`src/rtl/divider_radix4_seq_pkg.sv`:
```
// Shared constants and state encoding for the radix-4 sequential divider.
package divider_radix4_seq_pkg;

   localparam int DIV_SIZE = 80;
   localparam int ITERS    = DIV_SIZE / 2;
   localparam int LATENCY  = DIV_SIZE / 2 + 2;

   // state    | meaning
   // ST_IDLE  | waiting for en, outputs hold last result
   // ST_PRE   | build 3*b, load partial remainder, detect dz/ovf
   // ST_ITER  | retire one radix-4 quotient digit per cycle
   // ST_DONE  | one-cycle done pulse, results valid
   typedef enum logic [1:0] {
      ST_IDLE = 2'd0,
      ST_PRE  = 2'd1,
      ST_ITER = 2'd2,
      ST_DONE = 2'd3
   } state_t;

endpackage

```
`src/rtl/divider_radix4_seq_digit_sel.sv`:
```
// Radix-4 restoring digit selection: picks the largest d in {3,2,1,0}
// with d*b <= t and returns the reduced remainder.
module div_radix4_digit_sel
   import divider_radix4_seq_pkg::*;
#(
   parameter int W = DIV_SIZE
) (
   input  logic [W+1:0] t,
   input  logic [W-1:0] b,
   input  logic [W+1:0] b3,
   output logic [1:0]   digit,
   output logic [W-1:0] rem_next
);

   logic [W+1:0] b1_x;
   logic [W+1:0] b2_x;

   assign b1_x = {2'b00, b};
   assign b2_x = {1'b0, b, 1'b0};

   // Full-width compares pick the digit; the remainder only needs the low
   // W bits because the true difference is always below b.
   always_comb begin
      digit    = 2'd0;
      rem_next = t[W-1:0];
      if (t >= b3) begin
         digit    = 2'd3;
         rem_next = t[W-1:0] - b3[W-1:0];
      end else if (t >= b2_x) begin
         digit    = 2'd2;
         rem_next = t[W-1:0] - b2_x[W-1:0];
      end else if (t >= b1_x) begin
         digit    = 2'd1;
         rem_next = t[W-1:0] - b;
      end
   end

endmodule

```
`src/rtl/divider_radix4_seq.sv`:
```
// Sequential restoring radix-4 divider: 2n-bit dividend by n-bit divisor,
// two quotient bits per cycle, single-cycle done pulse.
module divider_radix4_seq
   import divider_radix4_seq_pkg::*;
#(
   parameter int div_size = DIV_SIZE
) (
   input  logic                    clk,
   input  logic                    rst,
   input  logic                    en,
   input  logic [2*div_size-1:0]   a,
   input  logic [div_size-1:0]     b,
   output logic [div_size-1:0]     q,
   output logic [div_size-1:0]     r,
   output logic                    busy,
   output logic                    done,
   output logic                    dz,
   output logic                    ovf
);

   localparam int iters = div_size / 2;
   localparam int cnt_w = $clog2(iters);
   localparam logic [cnt_w-1:0] last_cnt = cnt_w'(iters - 1);

   state_t                  state;
   state_t                  state_next;
   logic [2*div_size-1:0]   a_lat;
   logic [div_size-1:0]     b_lat;
   logic [div_size+1:0]     b3;
   logic [div_size-1:0]     rem;
   logic [div_size-1:0]     sh;
   logic [cnt_w-1:0]        cnt;
   logic [div_size-1:0]     a_hi;
   logic [div_size+1:0]     t;
   logic [1:0]              digit;
   logic [div_size-1:0]     rem_next;
   logic                    err_dz;
   logic                    err_ovf;

   assign a_hi    = a_lat[2*div_size-1:div_size];
   assign err_dz  = (b_lat == '0);
   assign err_ovf = (a_hi >= b_lat);
   assign t       = {rem, sh[div_size-1:div_size-2]};

   div_radix4_digit_sel #(.W(div_size)) u_digit_sel (
      .t        (t),
      .b        (b_lat),
      .b3       (b3),
      .digit    (digit),
      .rem_next (rem_next)
   );

   // State register
   always_ff @(posedge clk) begin
      if (rst) state <= ST_IDLE;
      else     state <= state_next;
   end

   // Next-state logic
   always_comb begin
      state_next = state;
      unique case (state)
         ST_IDLE: if (en) state_next = ST_PRE;
         ST_PRE:  state_next = (err_dz || err_ovf) ? ST_DONE : ST_ITER;
         ST_ITER: if (cnt == last_cnt) state_next = ST_DONE;
         ST_DONE: state_next = ST_IDLE;
         default: state_next = ST_IDLE;
      endcase
   end

   // Status outputs decoded from state
   always_comb begin
      busy = (state == ST_PRE) || (state == ST_ITER);
      done = (state == ST_DONE);
   end

   // Datapath: operand capture, iteration registers and result registers
   always_ff @(posedge clk) begin
      if (rst) begin
         a_lat <= '0;
         b_lat <= '0;
         b3    <= '0;
         rem   <= '0;
         sh    <= '0;
         cnt   <= '0;
         q     <= '0;
         r     <= '0;
         dz    <= 1'b0;
         ovf   <= 1'b0;
      end else begin
         unique case (state)
            ST_IDLE: begin
               if (en) begin
                  a_lat <= a;
                  b_lat <= b;
                  dz    <= 1'b0;
                  ovf   <= 1'b0;
               end
            end
            ST_PRE: begin
               b3  <= {2'b00, b_lat} + {1'b0, b_lat, 1'b0};
               rem <= a_hi;
               sh  <= a_lat[div_size-1:0];
               cnt <= '0;
               q   <= '0;
               if (err_dz) begin
                  dz <= 1'b1;
                  q  <= '1;
                  r  <= '0;
               end else if (err_ovf) begin
                  ovf <= 1'b1;
                  q   <= '1;
                  r   <= '0;
               end
            end
            ST_ITER: begin
               rem <= rem_next;
               sh  <= {sh[div_size-3:0], 2'b00};
               q   <= {q[div_size-3:0], digit};
               cnt <= cnt + cnt_w'(1);
               if (cnt == last_cnt) r <= rem_next;
            end
            default: ;
         endcase
      end
   end

endmodule

```
`config.mk`:
```
export PLATFORM = sky130hd
export DESIGN_NAME = divider_radix4_seq
export DESIGN_NICKNAME = d
export VERILOG_FILES = /design/src/rtl/divider_radix4_seq_pkg.sv /design/src/rtl/divider_radix4_seq_digit_sel.sv /design/src/rtl/divider_radix4_seq.sv
export SDC_FILE = /design/constraint.sdc
export NUM_CORES = 2
export LEC_CHECK = 0
export ABC_AREA = 1
export BUFFER_PORTS_ARGS = -buffer_cell sky130_fd_sc_hd__buf_2
export CORE_MARGIN = 10
export CORE_UTILIZATION = 27
export DETAILED_ROUTE_END_ITERATION = 12
export GPL_ROUTABILITY_DRIVEN = 0
export GPL_TIMING_DRIVEN = 0
export PLACE_DENSITY = 0.43
export SYNTH_ARGS = -nofsm -noshare
export SYNTH_HDL_FRONTEND = slang
export SYNTH_SLANG_ARGS = --single-unit
```
`constraint.sdc`:
```
create_clock -name clk -period 5.7 [get_ports clk]
set_input_delay 0.57 -clock clk [delete_from_list [all_inputs] [get_ports clk]]
set_output_delay 0.57 -clock clk [all_outputs]
set_load 0.1 [all_outputs]
```
==> metrics.md <==
| Metric | Value |
|---|---|
| Core area | `0.2069 mm^2` |
| 1st-iter DRT viols | `7532` |
| Placement Rows | `167` |
| Residual DRC count | `0` |
| Largest net degree at the start of global routing | `15` |
| CP max stage cell | `nor2_1` |
| Clk_skew | `0.04925 ns` |
| # IOs | `407` |
| Synthesized area | `0.05608 mm^2` |
| Post-synthesis register bit count | `652` |
| # Max-Cap Violations | `2` |
| Unrepaired setup endpoints after global routing | `no` |
| Synth area leader | `dfxtp_1` |
| Chip width | `475.8 um` |
| Final setup viols | `7` |
| Synth cell types | `62` |
| Peak Freq | `0.1682 GHz` |
| Wire per inst | `27.15 um` |
| Fin crit share | `1.043` |
| Clock Tree Root | `clkbuf_16` |
| Antenna violations before repair | `50` |
| Clk pin slew, worst setup/hold paths | `0.06 ns` |
| Slowest cell delay on critical path | `0.88 ns` |
| Post-synth top cells | `2287 x nand2_1, 1351 x inv_1, 1172 x nor2_1, 986 x a21oi_1, 775 x o21ai_0` |
| HP Start | `a[55]` |
| Largest cells by area after synthesis | `dfxtp_1 23%, nand2_1 15%, ha_1 10%` |
| Non-Filler Instances | `12703` |
| Worst-path cell chain | `inv_1 > ha_1 > nand2_1 > nor3_1 > nand3_1 > nor2_1 > a21oi_1 > nand4_1 > o21ai_1 > a21oi_2 > clkbuf_2 > nand3_1 > a21oi_1` |
| Grt ovf | `0` |
| Detail Placement HPWL | `293500 um` |
| Die area | `0.2263 mm^2` |
| Number of fill cells | `23829` |
| Antenna-violating nets left | `0` |
| Fin. max-slew vios | `22` |
| Failing checks | `max-capacitance violations, max-slew violations, negative setup slack` |
| CP required | `6.36 ns` |
| Status | `complete, but fails checks` |
| Final Hold Viols | `0` |
| Sink Count | `652` |
| Register Area | `0.01305 mm^2` |
| 1st-pass router iterations | `6` |
| Final WL | `344900 um` |
| First-pass GRT wire length | `469700 um` |
| CP Max Fanout | `10` |
| Final nets | `10606` |
| Hold EP | `a_lat[55]` |
| Top_reg_cell synth | `dfxtp_1` |
| Setup CP Type | `register to register` |
| Final WS setup | `-0.2452 ns` |
| Clock Latency Late Sink | `0.77 ns` |
| Area growth from synthesis to layout | `15.04%` |
| CTS Buf Count | `83` |
| Syn nets | `10113` |
| R2R depth | `13` |
| H-tree levels | `3` |
| GRT Total Usage | `0.2911` |
| Setup TNS | `-0.6211 ns` |
| Slew headroom | `-0.04379` |
| Proportion of netlist area held by the largest area contributor | `0.2327` |
| IO buf count | `405` |
| Placed cells | `12528` |
| Critical Path Sink Type | `register` |
| Clk buf depth | `3` |
| WP data arrival | `6.61 ns` |
| Die H | `475.8 um` |
| CTS tree | `built` |
| Syn Area/Cell | `5.955 um^2` |
| Hold path cells | `3` |
| Register area share after synthesis | `0.2327` |
| Vias/cell | `5.292` |
| Async SR Flop Fraction | `0` |
| Post-Synthesis Cells | `9417` |
| R2R Path Start | `b_lat[70]` |
| Post-CTS Setup Inserts | `0` |
| Cell with the most instances after synthesis | `nand2_1` |
| Number of synthesized flops with an enable pin | `0` |
| Initial Utilization | `0.2711` |
| Vias in the first global route | `64422` |
| Share of layout cells above drive strength 1 | `0.07147` |
| Hold Path Class | `primary input to register` |
| Reg2reg setup slack | `-0.25 ns` |
| Multi-input gate area | `0.03642 mm^2` |
| Fin crit period | `5.945 ns` |
| Reg2Reg Capture Point | `r[65]` |
| CP startpoint kind | `register` |
| Yosys warns | `0` |
| Worst-Margin Slew | `1.566 ns` |
| Via count | `67221` |
-- cells by family after synthesis --
| group | after synthesis | synth area share |
|---|---|---|
| AOI/OAI and AO/OA | 2102 | 0.2026 |
| xor gates and xnor gates | 194 | 0.03030 |
| buffers and inverters | 1698 | 0.1179 |
| DFF | 652 | 0.2327 |
| and+or+nand+nor | 4318 | 0.3149 |
| adders and majority gates | 453 | 0.1016 |
-- timing repair --
action / in CTS / in global routing
resized for setup: 1 / 0
hold buffers: 1 / 0
setup endpoints to repair: 1 / 0
hold endpoints to repair: 1 / 0
-- flip-flops by register name, summed over array words and instances (netlist names) --
signal / flops
q: 80
rem: 80
sh: 80
a_lat: 160
dz: 1
ovf: 1
r: 80
b_lat: 80
state: 2
cnt: 6
b3: 82
-- routing by layer --
metal / up-vias / track usage / wire length (um)
li1: 31559 / - / -
met1: 31305 / 0.3533 / 135500
met2: 3392 / 0.4523 / 146400
met3: 917 / 0.07361 / 34430
met4: 48 / 0.1967 / 28200
met5: - / 0 / 289
-- layout by cell type, fill, tap and decap left out, drive strengths merged, types with 6 or more instances in the layout --
| cell | n |
|---|---|
| nand2 | 2292 |
| inv | 1382 |
| nor2 | 1188 |
| a21oi | 993 |
| o21ai | 799 |
| dfxtp | 652 |
| nand3 | 597 |
| buf | 490 |
| ha | 449 |
| clkbuf | 344 |
| o211ai | 118 |
| xnor2 | 98 |
| xor2 | 96 |
| nor3 | 85 |
| nand4 | 77 |
| o21bai | 59 |
| a31oi | 44 |
| nand3b | 39 |
| o21a | 27 |
| a21o | 26 |
| clkinv | 25 |
| diode | 23 |
| a21boi | 18 |
| nor4 | 16 |
| or2 | 11 |
| bufinv | 9 |
| and2 | 8 |
| clkinvlp | 6 |
-- worst max path at each step --
stage          startpoint      end  slack [ns]  cells after the start
2_1_floorplan    state[0]    sh[0]        2.86                      8
3_3_place_gp     state[0]  rem[79]       -1.98                      8
3_5_place_dp    b_lat[70]    r[65]       -0.14                     13
4_1_cts          state[0]  rem[79]        0.27                      9
5_1_grt         b_lat[71]    r[40]        0.09                     14
6_report        b_lat[70]    r[65]       -0.25                     13
-- critical path: cells and delay by family (launching register included) --
kind	cells	cell delay [ns]
AO/OA/AOI/OAI	4	1.75
AND/OR/NAND/NOR	6	2.49
adder cells (fa/ha/maj)	1	0.39
flip-flops	1	0.37
buffers and inverters	2	0.81
-- stage by stage --
| step | util | cell area [um^2] | setup slack [ns] | hold slack, ns |
|---|---|---|---|---|
| final | 0.3119 | 64520 | -0.2452 | 0.05407 |
| after global routing | 0.3117 | 64470 | 0.09408 | 0.06778 |
| after CTS | 0.3116 | 64460 | 0.2732 | 0.002381 |
| after detailed placement | 0.2976 | 61560 | -0.1411 | 0.4564 |
| after global placement | 0.2973 | 61490 | -1.980 | 0.4547 |
| after floorplan | - | 56080 | 2.858 | 0.4456 |
-- layout make-up --
| cell class | count | share of cell area |
|---|---|---|
| antenna | 23 | 0.0008921 |
| buffer | 318 | 0.02246 |
| clock buffer | 109 | 0.03526 |
| clock inverter | 42 | 0.009619 |
| inverter | 1380 | 0.08029 |
| multi-input combinational | 7067 | 0.5646 |
| sequential | 652 | 0.2023 |
| tap | 2704 | 0.05244 |
| timing repair buffer | 408 | 0.03219 |
Power is left out: the tool's default activity adds up to more than one toggle a clock period on the data nets, which glitch-free logic cannot reach.
